===== src/rtl/ifu_fetch_if.sv =====
// Fetch-side bus: instruction-memory read port, redirect input and the F/D slot handshake to decode.
interface ifu_fetch_if;
  logic [31:0] im_pc;
  logic [31:0] im_ir;
  logic        redirect_valid;
  logic [31:0] redirect_pc;
  logic        out_valid;
  logic        out_ready;
  logic [31:0] out_instr;
  logic [31:0] out_pc;
  logic [31:0] out_pc4;

  modport master (
    output im_pc,
    input  im_ir,
    input  redirect_valid,
    input  redirect_pc,
    output out_valid,
    input  out_ready,
    output out_instr,
    output out_pc,
    output out_pc4
  );

  modport slave (
    input  im_pc,
    output im_ir,
    output redirect_valid,
    output redirect_pc,
    input  out_valid,
    output out_ready,
    input  out_instr,
    input  out_pc,
    input  out_pc4
  );
endinterface


===== src/rtl/ifu_fetch.sv =====
// Instruction fetch unit: owns the PC, reads the combinational IM and fills the F/D slot.
//   state | meaning
//   IDLE  | waiting for start, PC parked at reset/redirect value
//   RUN   | fetching one word per free slot
//   FAULT | stopped on an illegal PC, sticky until reset
module ifu_fetch #(
  parameter logic [31:0] RESET_PC = 32'h0000_3000,
  parameter logic [31:0] IM_BASE  = 32'h0000_3000,
  parameter int unsigned IM_WORDS = 1024
) (
  input  logic        clk,
  input  logic        rst_n,
  input  logic        start_i,
  ifu_fetch_if.master bus,
  output logic        fault_o,
  output logic [31:0] fault_pc_o,
  output logic [31:0] fetch_count_o
);

  typedef enum logic [1:0] {IDLE, RUN, FAULT} state_t;

  // Window end kept in 33 bits so a window touching 2^32 does not wrap.
  localparam logic [32:0] IM_END = {1'b0, IM_BASE} + ({1'b0, 32'(IM_WORDS)} << 2);

  state_t      state_q;
  logic [31:0] pc_q;
  logic        out_valid_q;
  logic [31:0] out_instr_q;
  logic [31:0] out_pc_q;
  logic [31:0] out_pc4_q;
  logic        fault_q;
  logic [31:0] fault_pc_q;
  logic [31:0] fetch_count_q;

  logic        bad_pc;
  logic        slot_free;
  logic        load;
  logic [31:0] pc_plus4;

  assign pc_plus4  = pc_q + 32'd4;
  assign bad_pc    = (pc_q[1:0] != 2'b00) ||
                     ({1'b0, pc_q} < {1'b0, IM_BASE}) ||
                     ({1'b0, pc_q} >= IM_END);
  assign slot_free = !out_valid_q || bus.out_ready;
  assign load      = (state_q == RUN) && slot_free && !bad_pc && !bus.redirect_valid;

  always_ff @(posedge clk or negedge rst_n) begin
    if (!rst_n) begin
      state_q       <= IDLE;
      pc_q          <= RESET_PC;
      out_valid_q   <= 1'b0;
      out_instr_q   <= '0;
      out_pc_q      <= '0;
      out_pc4_q     <= '0;
      fault_q       <= 1'b0;
      fault_pc_q    <= '0;
      fetch_count_q <= '0;
    end else begin
      if (state_q == IDLE && start_i) begin
        state_q <= RUN;
      end

      if (bus.redirect_valid && state_q != FAULT) begin
        pc_q        <= bus.redirect_pc;
        out_valid_q <= 1'b0;
      end else if (state_q == RUN && slot_free && bad_pc) begin
        state_q     <= FAULT;
        fault_q     <= 1'b1;
        fault_pc_q  <= pc_q;
        out_valid_q <= 1'b0;
      end else if (load) begin
        out_instr_q   <= bus.im_ir;
        out_pc_q      <= pc_q;
        out_pc4_q     <= pc_plus4;
        out_valid_q   <= 1'b1;
        pc_q          <= pc_plus4;
        fetch_count_q <= fetch_count_q + 32'd1;
      end else if (out_valid_q && bus.out_ready) begin
        out_valid_q <= 1'b0;
      end
    end
  end

  assign bus.im_pc     = pc_q;
  assign bus.out_valid = out_valid_q;
  assign bus.out_instr = out_instr_q;
  assign bus.out_pc    = out_pc_q;
  assign bus.out_pc4   = out_pc4_q;
  assign fault_o       = fault_q;
  assign fault_pc_o    = fault_pc_q;
  assign fetch_count_o = fetch_count_q;

endmodule


===== src/flat_wrapper.sv =====
// flat-port wrapper written by rule: the top's interface ports become plain ports
module ifu_fetch_flat 
#(
  parameter logic [31:0] RESET_PC = 32'h0000_3000,
  parameter logic [31:0] IM_BASE  = 32'h0000_3000,
  parameter int unsigned IM_WORDS = 1024
)
  (clk, rst_n, start_i, fault_o, fault_pc_o, fetch_count_o, bus_im_pc, bus_im_ir, bus_redirect_valid, bus_redirect_pc, bus_out_valid, bus_out_ready, bus_out_instr, bus_out_pc, bus_out_pc4);
  ifu_fetch_if bus_i ();
  input  logic clk;
  input  logic rst_n;
  input  logic start_i;
  output logic fault_o;
  output logic [31:0] fault_pc_o;
  output logic [31:0] fetch_count_o;
  output wire logic [$bits(bus_i.im_pc)-1:0] bus_im_pc;
  input wire logic [$bits(bus_i.im_ir)-1:0] bus_im_ir;
  input wire logic [$bits(bus_i.redirect_valid)-1:0] bus_redirect_valid;
  input wire logic [$bits(bus_i.redirect_pc)-1:0] bus_redirect_pc;
  output wire logic [$bits(bus_i.out_valid)-1:0] bus_out_valid;
  input wire logic [$bits(bus_i.out_ready)-1:0] bus_out_ready;
  output wire logic [$bits(bus_i.out_instr)-1:0] bus_out_instr;
  output wire logic [$bits(bus_i.out_pc)-1:0] bus_out_pc;
  output wire logic [$bits(bus_i.out_pc4)-1:0] bus_out_pc4;
  assign bus_im_pc = bus_i.im_pc;
  assign bus_i.im_ir = bus_im_ir;
  assign bus_i.redirect_valid = bus_redirect_valid;
  assign bus_i.redirect_pc = bus_redirect_pc;
  assign bus_out_valid = bus_i.out_valid;
  assign bus_i.out_ready = bus_out_ready;
  assign bus_out_instr = bus_i.out_instr;
  assign bus_out_pc = bus_i.out_pc;
  assign bus_out_pc4 = bus_i.out_pc4;
  ifu_fetch #(.RESET_PC(RESET_PC), .IM_BASE(IM_BASE), .IM_WORDS(IM_WORDS)) u_core (.clk(clk), .rst_n(rst_n), .start_i(start_i), .bus(bus_i), .fault_o(fault_o), .fault_pc_o(fault_pc_o), .fetch_count_o(fetch_count_o));
endmodule

===== config.mk =====
export PLATFORM = sky130hd
export DESIGN_NAME = ifu_fetch_flat
export DESIGN_NICKNAME = d
export VERILOG_FILES = /design/src/rtl/ifu_fetch_if.sv /design/src/rtl/ifu_fetch.sv /design/src/flat_wrapper.sv
export SDC_FILE = /design/constraint.sdc
export NUM_CORES = 1
export LEC_CHECK = 0
export ABC_AREA = 1
export BUFFER_PORTS_ARGS = -buffer_cell sky130_fd_sc_hd__buf_2
export CAP_MARGIN = 20
export CORE_MARGIN = 2
export CORE_UTILIZATION = 40
export CTS_CLUSTER_DIAMETER = 50
export DETAILED_ROUTE_END_ITERATION = 10
export PLACE_DENSITY = 0.75
export SLEW_MARGIN = 40
export SYNTH_ARGS = -nofsm -noshare
export SYNTH_HDL_FRONTEND = slang
export SYNTH_SLANG_ARGS = --single-unit

===== constraint.sdc =====
create_clock -name clk -period 1.9 [get_ports clk]
set_clock_uncertainty 0.2 [all_clocks]
set_input_delay 0.19 -clock clk [delete_from_list [all_inputs] [get_ports clk]]
set_output_delay 0.19 -clock clk [all_outputs]
set_load 0.01 [all_outputs]

==> impl_metrics.ini <==
[run_status]
status = finished, violations left
violations = setup timing

[setup_path]
worst_path_most_repeated_cell = nor2_2
cp_slowest_cell = dfrtp_1
worstPathArrival_ns = 2.05
crit_fanout = 9
rr_endpoint = u_core.fetch_count_o[0]
crit_start = u_core.bus.im_pc[1]
path_cells = nor2_2, nand3_2, nor2_2, nand4_4, buf_12, buf_4, clkbuf_16, xnor2_1
cp.required_ns = 2.01
end_kind = flip-flop
r2r-start = u_core.bus.im_pc[1]
start_kind = flip-flop
endpoint = u_core.fetch_count_o[0]
ff2ff_path_depth = 8
slowest_delay_ns = 0.42
worstSetupPathType = flip-flop to flip-flop
r2r_setup_slack_ns = -0.04

[timing]
drv_slew = 0
clock.fmax_ghz = 0.517
tightest_slew_ns = 0.473
slew_headroom_pct = 68.4
rsz0062_at_grt = true
finalCritPeriodShare_pct = 102
final-setup-viol-count = 16
period_minus_slack_ns = 1.94
setup_ws_ns = -0.0360
hold_viol = 0

[global_route]
grt_overflow = 0
antenna_found_initial = 0
grt_pass1_vias = 7867
track_usage_pct = 22.6
grt_pass1_wl_mm = 40.0
grt_max_degree = 71

[route]
wl_per_cell_um = 16.0
drt_iter0_drc = 612
drt-pass1-iter-count = 6
drc = 0
drtAntennaViolNets = 0
drt-total-wl_mm = 27.7
vias_per_cell = 4.86
num_vias = 8428

[yosys]
seq_area_frac_synth_pct = 57.7
syn_area_mm2 = 0.00841
synth-seq-cells = 194
syn_nets = 1103
synth_cell_type_count = 28
postSynthAreaPerCell_um2 = 8.16
yosysWarningCount = 0
syn_inst = 1031

[die]
die_h_um = 149
io_pins = 263
start_util_pct = 40.4
die_x_um = 149
die-area_mm2 = 0.0222
core_area_mm2 = 0.0208
rows = 53

[clock_network]
htreeDepth = 4
clockRootBuffer = clkbuf_16
path_clk_slew_ns = 0.08
clock_latency_ns = 0.43
cts_buffer_depth = 2
cts_tree = built
cts_sinks = 194
cts_buffers = 17

[placement]
dp.cells = 1605
pre_cts_ws_ns = -0.282
io_buffers = 262
post_dp_cell_area_mm2 = 0.0105
gp_congestion = 0.907
dp_hpwl_mm = 17.5

[finish]
fin_nets = 1516
drive_gt1_share_pct = 31.8
design_area_mm2 = 0.0125
fillers = 1812
stdcell_count = 1734
syn2layout_area_growth_pct = 48.8

[pwr]
leakage_nw = 6.92
power_density_mw_per_mm2 = 661
max-vdd-ir-drop_mv = 0.570

[min_path]
min_path_type = input pin to async pin

[run]
maxCapViolations = 0
-- per-stage QoR --
stage | util (%) | hold slack [ns] | TNS (ns) | total power [W]
finish | 60.1 | 0.0280 | -0.185 | 0.00827
CTS | 57.0 | 0.0223 | 0 | 0.00827
detailed placement | 50.6 | -0.0729 | -15.99 | 0.00468
global placement | 50.6 | -0.0778 | -14.03 | 0.00467
floorplan | - | -0.306 | 0 | 0.00438
global route | 60.1 | 0.0278 | -10.10 | 0.00855
-- critical path: cells and delay by family, from the launching register on --
| kind | cells | cell delay (ns) |
|---|---|---|
| flip-flops | 1 | 0.42 |
| AND/OR/NAND/NOR | 4 | 0.57 |
| buffers and inverters | 3 | 0.51 |
| XOR/XNOR | 1 | 0.12 |
-- logic make-up after synthesis --
family,share of synthesized area (%)
AO/OA/AOI/OAI,2.14
XOR/XNOR,1.67
adder cells (fa/ha/maj),0.446
buffers and inverters,6.38
flip-flops,57.7
AND/OR/NAND/NOR,31.6
-- state kept, by name (all words and copies together), names as in the netlist --
| name | cells |
|---|---|
| u_core.bus.out_pc4 | 32 |
| u_core.bus.out_valid | 1 |
| u_core.fault_o | 1 |
| u_core.bus.im_pc | 32 |
| u_core.fetch_count_o | 32 |
| u_core.bus.out_instr | 32 |
| u_core.state_q | 2 |
| u_core.bus.out_pc | 30 |
| u_core.fault_pc_o | 32 |
-- synthesized netlist by cell type --
library cell  instances  share of area, %
buf_1                 2             0.089
ha_1                  3              0.45
nand4_2               1              0.15
a21oi_1               3              0.18
clkbuf_1             10              0.45
nand4_1              13              0.97
nor3_2                1              0.12
nor2_4                1              0.13
buf_4                 5              0.45
nand2_1             430                19
nor2_1              113               5.0
clkinv_1              1             0.045
o31ai_1               2              0.18
nor3_1                4              0.24
dfrtp_1             192                57
or2_1                 2              0.15
o21ai_0              27               1.6
nand3b_1             10              0.89
inv_1                90               4.0
xor2_1               11               1.1
xnor2_1               5              0.52
buf_2                21               1.2
nand3_2               2              0.24
o21ai_1               3              0.18
inv_2                 2             0.089
nor2_2                5              0.37
nand3_1              70               4.2
dfstp_2               2              0.62
-- power by group --
part	total, W	switching, W	leakage, nW	internal, W
clock network	0.00353	0.00178	0.274	0.00175
registers	0.00420	0.0000403	2.45	0.00416
logic	0.000541	0.000280	4.19	0.000260
-- repair_timing --
action	4_1_cts	5_1_grt
setup endpoints to repair	121	169
pin swaps	2	15
cloned	0	13
setup buffers	1	15
hold buffers	67	0
resized for setup	18	80
endpoints found under the hold margin	260	0
-- layer usage --
layer	vias to the layer above	part of all wire, %	track usage [%]	routed length [um]
met5	-	0	0	0
met4	0	3.0	8.24	838
met3	61	7.4	5.96	2050
met2	357	49	37.7	13700
met1	4003	40	28.5	11100
li1	4007	-	-	-
-- how the worst min path moves through the flow --
stage                     startpoint                     to  depth (start not counted)
after global placement         rst_n    u_core.bus.im_pc[3]                          1
after floorplan                rst_n    u_core.bus.im_pc[0]                          0
after global routing           rst_n   u_core.bus.out_pc[3]                          2
after detailed placement       rst_n  u_core.bus.out_pc4[3]                          1
final                          rst_n   u_core.bus.out_pc[3]                          2
after CTS                      rst_n  u_core.bus.out_pc4[3]                          2
-- cells in the final DEF (no fill, tap or decap), types with 3 or more instances in the layout --
master and count:
nand2_2 19, buf_6 4, nand3_2 9, nor3_2 3
buf_2 261, xnor2_1 4, clkbuf_16 25, o21ai_0 19
inv_1 90, nor2_4 13, inv_8 3, o21ai_1 11
inv_6 5, nand3b_1 10, buf_8 3, dfrtp_1 192
nor2_1 93, ha_1 3, nand4_1 13, buf_4 74
dlygate4sd3_1 67, nor2_2 14, nand2_1 409, nand3_1 62
buf_12 12, xor2_1 11
-- cell type report --
cell class                 instances  area, um^2  share of cell area, %
antenna                            2        5.00                 0.0400
clock buffer                      18         429                   3.43
clock inverter                    14         139                   1.11
inverter                          93         352                   2.81
multi-input combinational        707        3290                   26.3
sequential                       194        4860                   38.8
tap                              275         344                   2.75
timing repair buffer             431        3100                   24.8
No activity file was read; power rests on OpenSTA's default activity.
